**config.mk**
```make
export PLATFORM = sky130hd
export DESIGN_NAME = sdf_fft_sequencer
export DESIGN_NICKNAME = d
export VERILOG_FILES = /design/src/rtl/sdf_fft_sequencer.sv
export SDC_FILE = /design/constraint.sdc
export NUM_CORES = 1
export LEC_CHECK = 0
export ABC_AREA = 0
export BUFFER_PORTS_ARGS = -buffer_cell sky130_fd_sc_hd__buf_2
export CAP_MARGIN = 20
export CORE_MARGIN = 1.5
export CORE_UTILIZATION = 35
export CTS_CLUSTER_SIZE = 8
export DETAILED_ROUTE_END_ITERATION = 16
export HOLD_SLACK_MARGIN = 0.15
export PLACE_DENSITY_LB_ADDON = 0.05
export SLEW_MARGIN = 20
export SYNTH_ARGS = -nofsm -noshare
export SYNTH_HDL_FRONTEND = slang
export SYNTH_SLANG_ARGS = --single-unit
```
**constraint.sdc**
```tcl
create_clock -name clk -period 2 [get_ports clk]
set_input_delay 0.2 -clock clk [delete_from_list [all_inputs] [get_ports clk]]
set_output_delay 0.2 -clock clk [all_outputs]
set_load 0.05 [all_outputs]
```
**src/rtl/sdf_fft_sequencer.sv**
```systemverilog
// Central sequencer for a pipelined radix-2 SDF FFT: one shared advance enable,
// per-stage butterfly selects and twiddle addresses, output framing and end-of-stream drain.
module sdf_fft_sequencer #(
    parameter int N_LOG2    = 5,
    parameter int STAGE_LAT = 1
) (
    input  logic                           clk,
    input  logic                           rst,
    input  logic                           in_valid,
    output logic                           in_ready,
    input  logic                           flush,
    output logic                           en,
    output logic [N_LOG2-1:0]              bf_sel,
    output logic [N_LOG2*(N_LOG2-1)-1:0]   tw_addr,
    output logic                           out_valid,
    output logic                           out_last,
    output logic                           busy
);

    localparam int L   = N_LOG2;
    localparam int N   = 1 << L;
    localparam int AW  = L - 1;
    localparam int LAT = N - 1 + L * STAGE_LAT;
    localparam int FW  = $clog2(LAT + 1);

    localparam logic [L-1:0]  CNT_LAST = L'(N - 1);
    localparam logic [FW-1:0] LAT_F    = FW'(LAT);
    localparam logic [FW-1:0] DRAIN_END = FW'(LAT - 1);

    typedef enum logic [1:0] {
        IDLE,
        RUN,
        FLUSH
    } state_t;

    state_t state, next_state;

    logic [L-1:0]      cnt;
    logic [L-1:0]      ocnt;
    logic [FW-1:0]     fill;
    logic [FW-1:0]     drain;
    logic              flush_pend;
    logic              take;
    logic              show;
    logic [L-1:0]      sel_raw;
    logic [L*AW-1:0]   tw_raw;

    // Offset of the sample stream seen by stage s: delay lines plus register latency of earlier stages.
    function automatic logic [L-1:0] stage_off(input int s);
        int acc;
        acc = 0;
        for (int k = 0; k < s; k++) begin
            acc = acc + (N >> (k + 1)) + STAGE_LAT;
        end
        return L'(acc % N);
    endfunction

    always_comb begin
        next_state = state;
        in_ready   = 1'b0;
        en         = 1'b0;
        take       = 1'b0;
        unique case (state)
            IDLE: begin
                in_ready = 1'b1;
                en       = in_valid;
                take     = in_valid;
                if (in_valid) next_state = RUN;
            end
            RUN: begin
                in_ready = 1'b1;
                en       = in_valid;
                take     = in_valid;
                // A pending flush fires only once the current frame is complete.
                if ((flush_pend || flush) && (take ? (cnt == CNT_LAST) : (cnt == '0)))
                    next_state = FLUSH;
            end
            FLUSH: begin
                en = 1'b1;
                if (drain == DRAIN_END) next_state = IDLE;
            end
            default: next_state = IDLE;
        endcase
    end

    always_ff @(posedge clk) begin
        if (rst) begin
            state      <= IDLE;
            cnt        <= '0;
            ocnt       <= '0;
            fill       <= '0;
            drain      <= '0;
            flush_pend <= 1'b0;
        end else begin
            state <= next_state;
            if (take)                cnt  <= cnt + 1'b1;
            if (en && fill != LAT_F) fill <= fill + 1'b1;
            if (out_valid)           ocnt <= ocnt + 1'b1;
            if (state == RUN && flush) flush_pend <= 1'b1;
            if (state == FLUSH)      drain <= drain + 1'b1;
            if (state == FLUSH && next_state == IDLE) begin
                cnt        <= '0;
                ocnt       <= '0;
                fill       <= '0;
                drain      <= '0;
                flush_pend <= 1'b0;
            end
        end
    end

    // Per-stage schedule; the last stage has a zero mask so its twiddle address is always 0.
    for (genvar s = 0; s < L; s++) begin : g_stage
        localparam logic [L-1:0] OFF  = stage_off(s);
        localparam logic [L-1:0] MASK = L'((N >> (s + 1)) - 1);
        logic [L-1:0] c_idx;
        assign c_idx      = cnt - OFF;
        assign sel_raw[s] = c_idx[L-1-s];
        assign tw_raw[s*AW +: AW] = sel_raw[s] ? '0 : AW'((c_idx & MASK) << s);
    end

    assign show      = (state != IDLE) || in_valid;
    assign bf_sel    = show ? sel_raw : '0;
    assign tw_addr   = show ? tw_raw  : '0;
    assign out_valid = en && (fill == LAT_F);
    assign out_last  = out_valid && (ocnt == CNT_LAST);
    assign busy      = (state != IDLE);

endmodule

```
==> metrics.csv <==
metric;value;unit
path_clk_slew;0.09;ns
post-place-ws;0.1806;ns
synthDistinctLibCells;45;
die-area;5263;um2
grt_usage;15.96;%
antenna_found_initial;0;
max-cap-violations;0;
slowest_stage;dfxtp_4;
end_kind;primary output;
grt_pass1_wl;6.686;mm
rrSetupSlack;0.27;ns
status;finished, final reports clean;
drt-wirelength-per-cell;14.28;um
rsz0062_at_grt;true;
tightestPinTransition;0.5072;ns
ys_seq_elements;25;
path_delay_family;buffers and inverters;
start_util;36.08;%
worstPathArrival;1.71;ns
cp_cell_sequence;inv_2 -> ha_1 -> a21boi_1 -> xor2_1 -> buf_4 -> nor3_2 -> buf_6;
synth_edf_count;0;
min_period_over_period;95.32;%
critical_path.max_fanout;6;
slew_viol_final;0;
slowest_delay;0.37;ns
cp.required;1.80;ns
synth-async-reset-ratio;0;%
vias;1493;
fin_crit;1.906;ns
cts-hold-fix-buffers;0;
clockBufferDepth;2;
m1WireLength;1.946;mm
ys.flop_type;dfxtp_1;
routed.top_layer;met4;
grt_pass1_vias;1372;
via_per_inst;5.371;
cts_tree;built;
numPortBuffers;23;
final_area;1923;um2
whs;0.1889;ns
cts_num_sinks;25;
p_leak;0.7757;nW
drtIter0Drc;65;
finClkSkew;0.004268;ns
dpl.hpwl;2.873;mm
io_pins;34;
wl;3.971;mm
syn_avg_cell_area;8.381;um2
drt.antenna.violating_nets;0;
synth_area;1693;um2
crit_buf_inv;3;
remaining_drc_errors;0;
powerDensity;614.3;nW/um2
nets;242;
critPathLaunchType;register;
routed-wl-met2;1.854;mm
met3RoutedLength;145;um
relSlewSlack;66.12;%
power.total;0.001181;W
irDropWorstVdd;0.2241;mV
num_rows;25;
setup_ws;0.09357;ns
hold_path.class;in2reg;
synth_warnings;0;
die_w;72.55;um
dp.cells;274;
worstSkewPairLatency;0.27;ns
place_area;1849;um2
die_h;72.55;um
worstSetupPathType;reg2out;
fillers;488;
finalHoldViolations;0;
place.gp.congestion;0.8317;
syn_inst;202;
cts-root-buf;clkbuf_8;
firstDrtPassIters;4;
instances_no_fill;278;
synth_seq_area_share;29.56;%
max_freq;524.5;MHz
post_cts_buffers;0;
core-area;4692;um2
htree_levels;1;
setup_viol;0;
antenna_cells;0;
grt_overflow;0;
area_delta_synth_final;13.60;%
grt_start_max_net_pins;18;
cts-buffers-inserted;3;
drive_above_1_share;23.66;%
==> Yosys cell counts, types with 2 or more instances <==
master | count | area [um2]
nand4b_1 | 3 | 26.28
o31ai_1 | 2 | 15.01
nand3b_1 | 2 | 15.01
nand2_1 | 11 | 41.29
ha_1 | 13 | 162.7
a2111o_1 | 3 | 33.78
nor2b_1 | 12 | 75.07
nor2_1 | 12 | 45.04
nand2b_1 | 3 | 18.77
nor3_1 | 7 | 35.03
mux2i_1 | 4 | 40.04
inv_1 | 11 | 41.29
o2111ai_1 | 4 | 35.03
o21ai_0 | 12 | 60.06
clkbuf_1 | 6 | 22.52
nor3b_1 | 2 | 15.01
or2_2 | 3 | 18.77
buf_2 | 2 | 10.01
nand3_1 | 4 | 20.02
or3_1 | 3 | 18.77
buf_4 | 11 | 82.58
a21oi_1 | 12 | 60.06
dfxtp_1 | 25 | 500.5
and3_1 | 2 | 12.51
xnor2_1 | 4 | 35.03
xor2_1 | 2 | 17.52
buf_6 | 4 | 45.04
and2_1 | 3 | 18.77
o41ai_1 | 4 | 35.03
==> registers in the layout, summed over array words and instances (netlist names) <==
signal and flops:
drain 6, fill 6, cnt 5, ocnt 5, state 2, flush_pend 1
==> layer usage <==
metal  vias to the layer above  global-route usage, %
met5                         -                      0
met4                         0                  4.403
met3                         2                  2.083
met2                        45                  26.20
met1                       708                  21.96
li1                        738                      -
==> cells by family after synthesis <==
| group | count (synthesis) | synth area share, % |
|---|---|---|
| fa+ha+maj | 13 | 9.609 |
| simple gates | 72 | 23.80 |
| buf+inv | 34 | 11.90 |
| mux | 4 | 2.365 |
| other cells | 1 | 0.2215 |
| flops | 25 | 29.56 |
| compound gates | 47 | 19.44 |
| xor+xnor | 6 | 3.104 |
==> per-stage QoR <==
stage          TNS (ns)  utilization, %
2_1_floorplan   -0.9121               -
3_3_place_gp          0           39.41
3_5_place_dp          0           39.41
4_1_cts               0           40.67
5_1_grt        -0.03171           40.99
6_report              0           40.99
==> layout by cell type (no fill, tap or decap), types with 2 or more instances in the layout <==
cell type,instances
buf_2,19
o2111ai_1,4
buf_4,11
nand4b_1,3
nor2b_1,11
a21oi_1,12
nor3_1,4
mux2i_1,4
and3_1,2
or2_2,3
or3_1,3
o41ai_1,4
clkbuf_8,3
nand2_1,11
nand3b_1,2
inv_2,2
xor2_1,2
o31ai_1,2
ha_1,13
o21ai_0,12
conb_1,10
dfxtp_2,2
dfxtp_1,22
nor2_1,11
nand3_1,4
and2_1,2
xnor2_1,4
a2111o_1,3
nand2b_1,3
nor3_2,3
inv_1,9
==> where the power goes <==
group,leakage (nW),internal [W],switching (W),total (W)
Sequential,0.204,0.000512,0.0000204,0.000532
Combinational,0.549,0.0000927,0.000242,0.000335
Clock,0.0228,0.000143,0.000171,0.000314
Total,0.776,0.000747,0.000434,0.00118
==> worst paths after layout <==
check / start / to / cells past startpoint
max: cnt[1] / tw_addr[7] / 7
min reg2reg: ocnt[4] / ocnt[4] / 2
max reg2reg: fill[0] / ocnt[3] / 6
min: flush / flush_pend / 3
==> worst min-delay path, cell delays in order <==
cell     delay [ns]
buf_2          0.08
a31oi_1        0.07
nor2_1         0.07
==> repair_timing <==
action                     4_1_cts  5_1_grt
resized for setup                7        8
pin swaps                        0        1
setup endpoints to repair        5        6
==> layout make-up <==
type                       instances  area, um2  area share [%]
clock buffer                       4      45.04           2.342
inverter                          11      41.29           2.147
multi-input combinational        152       1066           55.43
sequential                        25      506.7           26.35
tap                               54      67.56           3.513
timing repair buffer              32      196.4           10.21
No activity file was read; power rests on OpenSTA's default activity.
